<file path="src/rtl/calc_display_pkg.sv">
// Shared constants and types for the calculator display path.
// Used by the binary-to-BCD converter and the display digit rotator.
package calc_display_pkg;

    localparam int          DIGITS    = 8;
    localparam int          BCD_W     = 4;
    localparam int          ACC_W     = DIGITS * BCD_W;
    localparam logic [31:0] MAX_DEC   = 32'd99_999_999;
    localparam logic [3:0]  ERR_DIGIT = 4'hE;

    typedef enum logic [1:0] {
        IDLE  = 2'd0,
        SHIFT = 2'd1,
        DONE  = 2'd2
    } conv_state_t;

endpackage

</file>
<file path="src/rtl/bin_to_bcd8_if.sv">
// Request/result bundle between the arithmetic core and the BCD converter.
// The master side issues conversions; the slave side is the converter.
interface bin_to_bcd8_if
    import calc_display_pkg::*;
#(
    parameter int WIDTH = 27
);
    logic             start;
    logic [WIDTH-1:0] value;
    logic             busy;
    logic             done;
    logic             overflow;
    logic [BCD_W-1:0] digit0;
    logic [BCD_W-1:0] digit1;
    logic [BCD_W-1:0] digit2;
    logic [BCD_W-1:0] digit3;
    logic [BCD_W-1:0] digit4;
    logic [BCD_W-1:0] digit5;
    logic [BCD_W-1:0] digit6;
    logic [BCD_W-1:0] digit7;

    modport master (
        output start, value,
        input  busy, done, overflow,
        input  digit0, digit1, digit2, digit3, digit4, digit5, digit6, digit7
    );

    modport slave (
        input  start, value,
        output busy, done, overflow,
        output digit0, digit1, digit2, digit3, digit4, digit5, digit6, digit7
    );

endinterface

</file>
<file path="src/rtl/bin_to_bcd8_add3.sv">
// Nibble adjust for double-dabble: a digit of 5 or more gets +3 before the shift,
// so it carries correctly into the next decimal position.
module bcd_add3
    import calc_display_pkg::*;
(
    input  logic [BCD_W-1:0] nib_i,
    output logic [BCD_W-1:0] nib_o
);

    assign nib_o = (nib_i >= 4'd5) ? (nib_i + 4'd3) : nib_i;

endmodule

</file>
<file path="src/rtl/bin_to_bcd8.sv">
// Sequential shift-and-add-3 binary-to-BCD converter, one input bit per cycle.
// Results are held in output registers between conversions so the display never tears.
module bin_to_bcd8
    import calc_display_pkg::*;
#(
    parameter int WIDTH = 27
)(
    input  logic          clk,
    input  logic          rst_n,
    bin_to_bcd8_if.slave  bus
);

    localparam int CNT_W = $clog2(WIDTH + 1);

    conv_state_t                  state_q, state_d;
    logic [WIDTH-1:0]             shreg_q, shreg_d;
    logic [ACC_W-1:0]             acc_q, acc_d;
    logic [CNT_W-1:0]             cnt_q, cnt_d;
    logic                         ovf_pend_q, ovf_pend_d;
    logic                         busy_q, busy_d;
    logic                         done_q, done_d;
    logic                         overflow_q, overflow_d;
    logic [DIGITS-1:0][BCD_W-1:0] digits_q, digits_d;
    logic [ACC_W-1:0]             acc_adj_s;

    for (genvar g = 0; g < DIGITS; g++) begin : g_add3
        bcd_add3 u_add3 (
            .nib_i (acc_q[g*BCD_W +: BCD_W]),
            .nib_o (acc_adj_s[g*BCD_W +: BCD_W])
        );
    end

    // Next-state, datapath and output-register computation.
    always_comb begin
        state_d    = state_q;
        shreg_d    = shreg_q;
        acc_d      = acc_q;
        cnt_d      = cnt_q;
        ovf_pend_d = ovf_pend_q;
        busy_d     = busy_q;
        done_d     = 1'b0;
        overflow_d = overflow_q;
        digits_d   = digits_q;

        case (state_q)
            IDLE: begin
                if (bus.start) begin
                    state_d    = SHIFT;
                    shreg_d    = bus.value;
                    acc_d      = '0;
                    cnt_d      = '0;
                    ovf_pend_d = (32'(bus.value) > MAX_DEC);
                    busy_d     = 1'b1;
                end else begin
                    state_d = IDLE;
                end
            end
            SHIFT: begin
                // The accumulator MSB falls off; overflow was already decided at load.
                acc_d   = {acc_adj_s[ACC_W-2:0], shreg_q[WIDTH-1]};
                shreg_d = {shreg_q[WIDTH-2:0], 1'b0};
                cnt_d   = cnt_q + CNT_W'(1);
                if (cnt_q == CNT_W'(WIDTH - 1)) begin
                    state_d = DONE;
                end else begin
                    state_d = SHIFT;
                end
            end
            DONE: begin
                state_d    = IDLE;
                busy_d     = 1'b0;
                done_d     = 1'b1;
                overflow_d = ovf_pend_q;
                if (ovf_pend_q) begin
                    digits_d = {DIGITS{ERR_DIGIT}};
                end else begin
                    digits_d = acc_q;
                end
            end
            default: begin
                state_d = IDLE;
                busy_d  = 1'b0;
            end
        endcase
    end

    // State and output registers with synchronous active-low reset.
    always_ff @(posedge clk) begin
        if (!rst_n) begin
            state_q    <= IDLE;
            shreg_q    <= '0;
            acc_q      <= '0;
            cnt_q      <= '0;
            ovf_pend_q <= 1'b0;
            busy_q     <= 1'b0;
            done_q     <= 1'b0;
            overflow_q <= 1'b0;
            digits_q   <= '0;
        end else begin
            state_q    <= state_d;
            shreg_q    <= shreg_d;
            acc_q      <= acc_d;
            cnt_q      <= cnt_d;
            ovf_pend_q <= ovf_pend_d;
            busy_q     <= busy_d;
            done_q     <= done_d;
            overflow_q <= overflow_d;
            digits_q   <= digits_d;
        end
    end

    assign bus.busy     = busy_q;
    assign bus.done     = done_q;
    assign bus.overflow = overflow_q;
    assign bus.digit0   = digits_q[0];
    assign bus.digit1   = digits_q[1];
    assign bus.digit2   = digits_q[2];
    assign bus.digit3   = digits_q[3];
    assign bus.digit4   = digits_q[4];
    assign bus.digit5   = digits_q[5];
    assign bus.digit6   = digits_q[6];
    assign bus.digit7   = digits_q[7];

endmodule
</file>
<file path="src/flat_wrapper.sv">
// flat-port wrapper written by rule: the top's interface ports become plain ports
module bin_to_bcd8_flat import calc_display_pkg::*;
#(
    parameter int WIDTH = 27
)
  (clk, rst_n, bus_start, bus_value, bus_busy, bus_done, bus_overflow, bus_digit0, bus_digit1, bus_digit2, bus_digit3, bus_digit4, bus_digit5, bus_digit6, bus_digit7);
  bin_to_bcd8_if #(.WIDTH(WIDTH)) bus_i ();
  input  logic clk;
  input  logic rst_n;
  input wire logic [$bits(bus_i.start)-1:0] bus_start;
  input wire logic [$bits(bus_i.value)-1:0] bus_value;
  output wire logic [$bits(bus_i.busy)-1:0] bus_busy;
  output wire logic [$bits(bus_i.done)-1:0] bus_done;
  output wire logic [$bits(bus_i.overflow)-1:0] bus_overflow;
  output wire logic [$bits(bus_i.digit0)-1:0] bus_digit0;
  output wire logic [$bits(bus_i.digit1)-1:0] bus_digit1;
  output wire logic [$bits(bus_i.digit2)-1:0] bus_digit2;
  output wire logic [$bits(bus_i.digit3)-1:0] bus_digit3;
  output wire logic [$bits(bus_i.digit4)-1:0] bus_digit4;
  output wire logic [$bits(bus_i.digit5)-1:0] bus_digit5;
  output wire logic [$bits(bus_i.digit6)-1:0] bus_digit6;
  output wire logic [$bits(bus_i.digit7)-1:0] bus_digit7;
  assign bus_i.start = bus_start;
  assign bus_i.value = bus_value;
  assign bus_busy = bus_i.busy;
  assign bus_done = bus_i.done;
  assign bus_overflow = bus_i.overflow;
  assign bus_digit0 = bus_i.digit0;
  assign bus_digit1 = bus_i.digit1;
  assign bus_digit2 = bus_i.digit2;
  assign bus_digit3 = bus_i.digit3;
  assign bus_digit4 = bus_i.digit4;
  assign bus_digit5 = bus_i.digit5;
  assign bus_digit6 = bus_i.digit6;
  assign bus_digit7 = bus_i.digit7;
  bin_to_bcd8 #(.WIDTH(WIDTH)) u_core (.clk(clk), .rst_n(rst_n), .bus(bus_i));
endmodule
</file>
<file path="config.mk">
export PLATFORM = sky130hd
export DESIGN_NAME = bin_to_bcd8_flat
export DESIGN_NICKNAME = d
export VERILOG_FILES = /design/src/rtl/calc_display_pkg.sv /design/src/rtl/bin_to_bcd8_if.sv /design/src/rtl/bin_to_bcd8_add3.sv /design/src/rtl/bin_to_bcd8.sv /design/src/flat_wrapper.sv
export SDC_FILE = /design/constraint.sdc
export NUM_CORES = 1
export LEC_CHECK = 0
export ABC_AREA = 1
export ABC_CLOCK_PERIOD_IN_PS = 1400
export CORE_ASPECT_RATIO = 2
export CORE_MARGIN = 2
export CORE_UTILIZATION = 47
export DETAILED_ROUTE_END_ITERATION = 10
export GPL_ROUTABILITY_DRIVEN = 0
export PLACE_DENSITY = 0.82
export SYNTH_ARGS = -nofsm -noshare
export SYNTH_HDL_FRONTEND = slang
export SYNTH_SLANG_ARGS = --single-unit
</file>
<file path="constraint.sdc">
create_clock -name clk -period 1.4 [get_ports clk]
set_clock_uncertainty 0.05 [all_clocks]
set_input_delay 0.28 -clock clk [delete_from_list [all_inputs] [get_ports clk]]
set_output_delay 0.28 -clock clk [all_outputs]
set_load 0.05 [all_outputs]
</file>
# Word-level counts from Yosys, hierarchy flattened

Cells that the tools add are included.

Register bits: 102
Input bits: 30
Output and inout bits: 35
Word-level logic and storage cells: 65

$add $sub $neg: 9
Order comparisons: 9
Eq/ne operators: 4
Mux-type cells: 21
Bitwise operators: 1
Reduce and logical (&&, ||, !) cells: 5

Operators with widths:

| kind                                                | count |
|---|---|
| two-way mux 32 bit                                  | 2 |
| one-hot mux 32 bit (2 select lines)                 | 1 |
| one-hot mux 27 bit (2 select lines)                 | 1 |
| >= comparator 4 x 3 -> 1 bit, second input constant | 8 |
| adder 4 x 2 -> 4 bit, second input constant         | 7 |
| two-way mux 4 bit                                   | 7 |
| > comparator 27 bit, second input constant          | 1 |
| two-way mux 27 bit                                  | 1 |
| one-hot mux 5 bit (2 select lines)                  | 1 |
| AND reduction 2 bit                                 | 3 |
| adder 5 x 1 -> 5 bit, second input constant         | 1 |
| == test 5 bit, second input constant                | 1 |
| two-way mux 5 bit                                   | 1 |
| one-hot mux 2 bit (2 select lines)                  | 1 |
| adder 3 x 2 -> 3 bit, second input constant         | 1 |
| two-way mux 1 bit                                   | 3 |
| two-way mux 3 bit                                   | 1 |
| == test 2 x 1 -> 1 bit, second input constant       | 1 |
| == test 2 bit, second input constant                | 1 |
| logical NOT 2 bit                                   | 1 |
| two-way mux 2 bit                                   | 1 |
| != test 2 bit, second input constant                | 1 |
| one-hot mux 1 bit (2 select lines)                  | 1 |
| nonzero test 2 bit                                  | 1 |
| inverter 1 bit                                      | 1 |

# Longest topological paths before layout

Depth after elaboration: 3
Gate-level depth with buffers: 10
Gate-level depth less buffers: 9

# Cells and area by module

From an unflattened synthesis, not the netlist that was laid out.

Cells, all modules: 668
Area, all modules: 5073.6 um2

By module, submodules not included:

| module      | times used | cells each | area an instance (um2) | sequential area each (um2) |
|---|---|---|---|---|
| bin_to_bcd8 | 1          | 484        | 3992.6                 | 2042.0 |
| bcd_add3    | 8          | 23         | 135.1                  | 0.0 |

# Worst setup path before layout

No wires, ideal clock.

Kind: reg-to-reg
Start point: register u_core.acc_q[16]
End point: register u_core.acc_q[18]
Setup time: 0.132 ns
Arrival time: 1.253 ns
Data required time: 1.218 ns
Path slack: -0.035 ns
Stages on the path, launching flop included: 8
Path buffers: 0
Period minus slack after synthesis: 1.435 ns
Path through: dfxtp_1 inv_1 ha_1 or2_2 nand3_1 a21oi_1 o21ai_1 a21oi_1

Word-level cells in the longest chain between the ends: 3
Elaborated cells on any way between the ends: 4
Those cells by class: add/sub: 1; order compare: 1; mux: 2

RTL lines:

| item                                                                        | line                   | source |
|---|---|---|
| from (decl)                                                                 | bin_to_bcd8.sv:17      | `logic [ACC_W-1:0] acc_q, acc_d;` |
| from (signal assigned)                                                      | bin_to_bcd8.sv:92      | `acc_q <= '0;` |
| from (signal assigned)                                                      | bin_to_bcd8.sv:102     | `acc_q <= acc_d;` |
| adder 4 x 2 -> 4 bit / >= comparator 4 x 3 -> 1 bit (equally long branches) | bin_to_bcd8_add3.sv:10 | `assign nib_o = (nib_i >= 4'd5) ? (nib_i + 4'd3) : nib_i;` |
| two-way mux 4 bit *                                                         | bin_to_bcd8_add3.sv:10 |  |
| one-hot mux 32 bit (2 select lines) *                                       | bin_to_bcd8.sv:45      | `case (state_q)` |

Every way passes the cells marked *; elsewhere a longest branch is shown, timed or not.
A chain may end at the register's enable or synchronous reset.

# Final worst setup path

Start point: register u_core.acc_q[28]
End point: register u_core.acc_q[30]

Word-level cells in the longest chain between the ends: 3
Elaborated cells on any way between the ends: 4
Those cells by class: add/sub: 1; order compare: 1; mux: 2

RTL lines:

| item                                                                        | line |
|---|---|
| >= comparator 4 x 3 -> 1 bit / adder 3 x 2 -> 3 bit (equally long branches) | bin_to_bcd8_add3.sv:10 |
| two-way mux 3 bit *                                                         | bin_to_bcd8_add3.sv:10 |
| one-hot mux 32 bit (2 select lines) *                                       | bin_to_bcd8.sv:45 |

Marks and branches as above.

==> results.md <==
* Initial DRC count at roughly 470
* Commonest non-fill, non-tap cells in the layout: 152 x nand2_1, 89 x dfxtp_1, 67 x buf_4
* Clock Sinks at approximately 100
* Die area at around 11,000 µm²
* Row Count at 52
* Sequential area share after synthesis at around 43%
* Critical path cell sequence: inv_1 -> ha_2 -> nor2_2 -> nor2_4 -> inv_2 -> a21oi_2 -> o21ai_1 -> a21oi_1
* Failing checks: negative setup slack
* Layout area overhead at 47.7%
* Fin util at ~70%
* I/O pin count at 65
* Combinational fraction of design power at 12.1%
* Initial antenna violation count at 0
* Reg clk slew, reported paths at around 0.060 ns
* Final ANT Viol Nets at 0
* H-tree levels at 3
* Avg Cell Area, Syn at 7.18 µm²
* Worst path depth at 8
* Classification of the worst setup path: register to register
* Final net count at between 800 and 900
* Vias in the first global route at about 5,200
* Met3 GRT Util at about 4.0%
* Switching share of total power at approximately 25%
* Flops & latches, synth at ~100
* Crit-path leading delay family: flip-flops
* Net Count, Synth at about 700
* Post-Syn Area at about 4800 µm²
* DRC at 0
* Post-Route WL at between 15,000 and 20,000 µm
* Int Pwr at approximately 4.7 mW
* NetSw at ~1.6 mW
* Die Ht at approximately 150 µm
* Clk pwr share at between 30% and 40%
* Lkg Pwr at 2.97 nW
* Wire per inst at around 16 µm
* Worst Reg2Reg Path Length in Cells at 8
* Crit path DAT at 1.68 ns
* PortBufs at 64
* DR vias/cell at around 5.7
* Rel. slew slack at around four fifths
* Non-filler cells, final at just over 900
* Adder-Cell Fraction of Synth Area at under 10%
* Worst EP required at 1.58 ns
* Num CTS Buffers at 9
* Post-Synthesis Cells at 665
* Post-synthesis compound-gate area fraction at roughly 18%
* Setup-failing EPs final at 10
* Setup TNS at -0.305 ns
* Starting Density at between 40% and 50%
* CP max stage delay at about 0.40 ns
* Pre-Repair DR Iteration Count at 5
* Final worst slack at -0.0988 ns
* First-pass GRT wire length at ~23,000 µm
* Max Slew Vio Count at 0
* Final hold violations at 0
* Cell Count Post-Placement at 906
* Global-route total usage across every layer at 26.1%
* Worst Setup Start Kind: register
* Buf/Inv on CP at 2
* Global routing met2 resource utilization at a little under half
* YS warnings at 0
* CTS tree: yes
* Status: finished with violations
* Design Power at around 6.2 mW
* Gr busiest metal: met2
* Main combinational cell family by area after synthesis: simple AND/OR/NAND/NOR gates
* Via count at 5,283
* Mux contribution to synthesized area at 0%
* Core area at 10,000 µm²
* P per Cell Area at ~880 nW/µm²
* Flop pwr share at around 48%
* IR drop worst, VDD at about 0.75 mV
* CP max-delay cell: dfxtp_4
* Worst-Skew Late Latency at between 0.3 and 0.4 ns
* Fin crit period at approximately 1.5 ns
* Remaining global-route overflow at 0
* RSZ-0062 raised after global routing: true
* Final period util at 107%
* CP Capture Type: register
* Diode count at 0
* Pre-CTS WS at -0.281 ns
* Hold path depth at 4
* Maxcap violations at 0
* Xor/xnor share of the synthesized area at approximately 1.3%
* Met1 usage at about 27%
* Share of cells above drive strength 1 at between 20% and 30%
* Crit-path max FO at 4
* Worst slew pin tran at 0.318 ns
* Hold crit path type: input port to register
* Most common cell after layout, fill and taps aside: nand2_1
* Post-detail-place hpwl at 10,100 µm
* CTS root buf: clkbuf_16
* Clock Tree Buf Depth at 2
* Synth unique cells at 30
* Max Freq at 667 MHz
* Largest net degree at the start of global routing at 35
* Simple-gate share of the synthesized area at around a quarter
* Die W at between 70 and 80 µm
* Fill cells at 733
power by group through the flow:
stage               combinational (mW)  sequential [mW]  clock, mW
finish                           0.756             3.01       2.47
global route                     0.812             3.01       2.58
CTS                              0.685             3.01       2.47
detailed placement               0.679             3.07          0
global placement                 0.653             3.07          0
floorplan                        0.332             3.07          0
through the flow:
| stage | hold slack, ns | cell area (µm²) |
|---|---|---|
| 6_report | 0.337 | 7060 |
| 5_1_grt | 0.355 | 7060 |
| 4_1_cts | 0.324 | 6800 |
| 3_5_place_dp | 0.405 | 6420 |
| 3_3_place_gp | 0.398 | 6420 |
| 2_1_floorplan | 0.378 | 4790 |
tightest hold or removal path, stage by stage:
cell	delay, ns
buf_2	0.14
buf_12	0.17
nand2_1	0.07
inv_1	0.03
path summary, 6_finish.rpt:
kind | to | slack (ns) | start
worst max-delay path | u_core.acc_q[30]$_SDFFE_PN0P_ | -0.1 | u_core.acc_q[28]$_SDFFE_PN0P_
worst min-delay path | u_core.shreg_q[23]$_SDFFE_PN0P_ | 0.34 | rst_n
worst min register to register | u_core.shreg_q[6]$_SDFFE_PN0P_ | 0.43 | u_core.shreg_q[5]$_SDFFE_PN0P_
worst max register to register | u_core.acc_q[30]$_SDFFE_PN0P_ | -0.1 | u_core.acc_q[28]$_SDFFE_PN0P_
synth_stat cells:
library cell	n	area share (%)
a211oi_1	3	0.47
ha_1	18	4.7
a22oi_1	18	2.8
nand2_1	163	13
inv_1	66	5.2
buf_4	1	0.16
dfxtp_1	102	43
nand2_2	1	0.13
inv_2	4	0.31
nor2_2	2	0.26
o31ai_1	1	0.16
o21ai_1	4	0.42
nor2_1	38	3.0
o21ai_0	59	6.2
clkbuf_1	16	1.3
nand3_1	56	5.9
buf_2	13	1.4
buf_1	3	0.24
nor3_1	3	0.31
xor2_1	7	1.3
buf_6	1	0.24
nand4_1	9	1.2
o221ai_1	2	0.37
or2_2	7	0.92
o211ai_1	2	0.31
a21oi_1	60	6.3
o311a_1	1	0.21
a21boi_0	1	0.16
nor2_4	1	0.24
o22ai_1	3	0.39
metal layers:
layer	vias to the layer above	share of wire, %
met1	2464	34
met5	-	0
met2	300	54
met3	94	6.0
met4	0	5.5
li1	2425	-
state kept, by name, summed over array words and instances, names as in the netlist:
name,flops
u_core.acc_q,32
u_core.bus.busy,1
u_core.bus.digit0,4
u_core.bus.digit1,4
u_core.bus.digit2,4
u_core.bus.digit3,4
u_core.bus.digit4,4
u_core.bus.digit5,4
u_core.bus.digit6,4
u_core.bus.digit7,4
u_core.bus.done,1
u_core.bus.overflow,1
u_core.cnt_q,5
u_core.ovf_pend_q,1
u_core.shreg_q,27
u_core.state_q,2
cells by family after synthesis:
logic type,count (synthesis)
AND/OR/NAND/NOR,280
XOR/XNOR,7
AO/OA/AOI/OAI,154
buffers and inverters,104
flip-flops,102
adder cells (fa/ha/maj),18
final cells by class:
class	count	area [µm²]	area share [%]
inverters	70	273	3.87
well taps	135	169	2.39
clock inverters	6	63.8	0.904
clock buffers	9	225	3.19
repair buffers	142	1670	23.7
flip-flops and latches	102	2070	29.3
multi-input cells	459	2590	36.7
timing repair:
action                     4_1_cts  5_1_grt
cloned                           0        1
buffers inserted                 1        0
setup endpoints to repair       33       57
hold buffers                     0        0
pin swaps                        1       10
hold endpoints to repair         0        0
gates resized for setup         24       69
(Power assumes the default switching activity.)
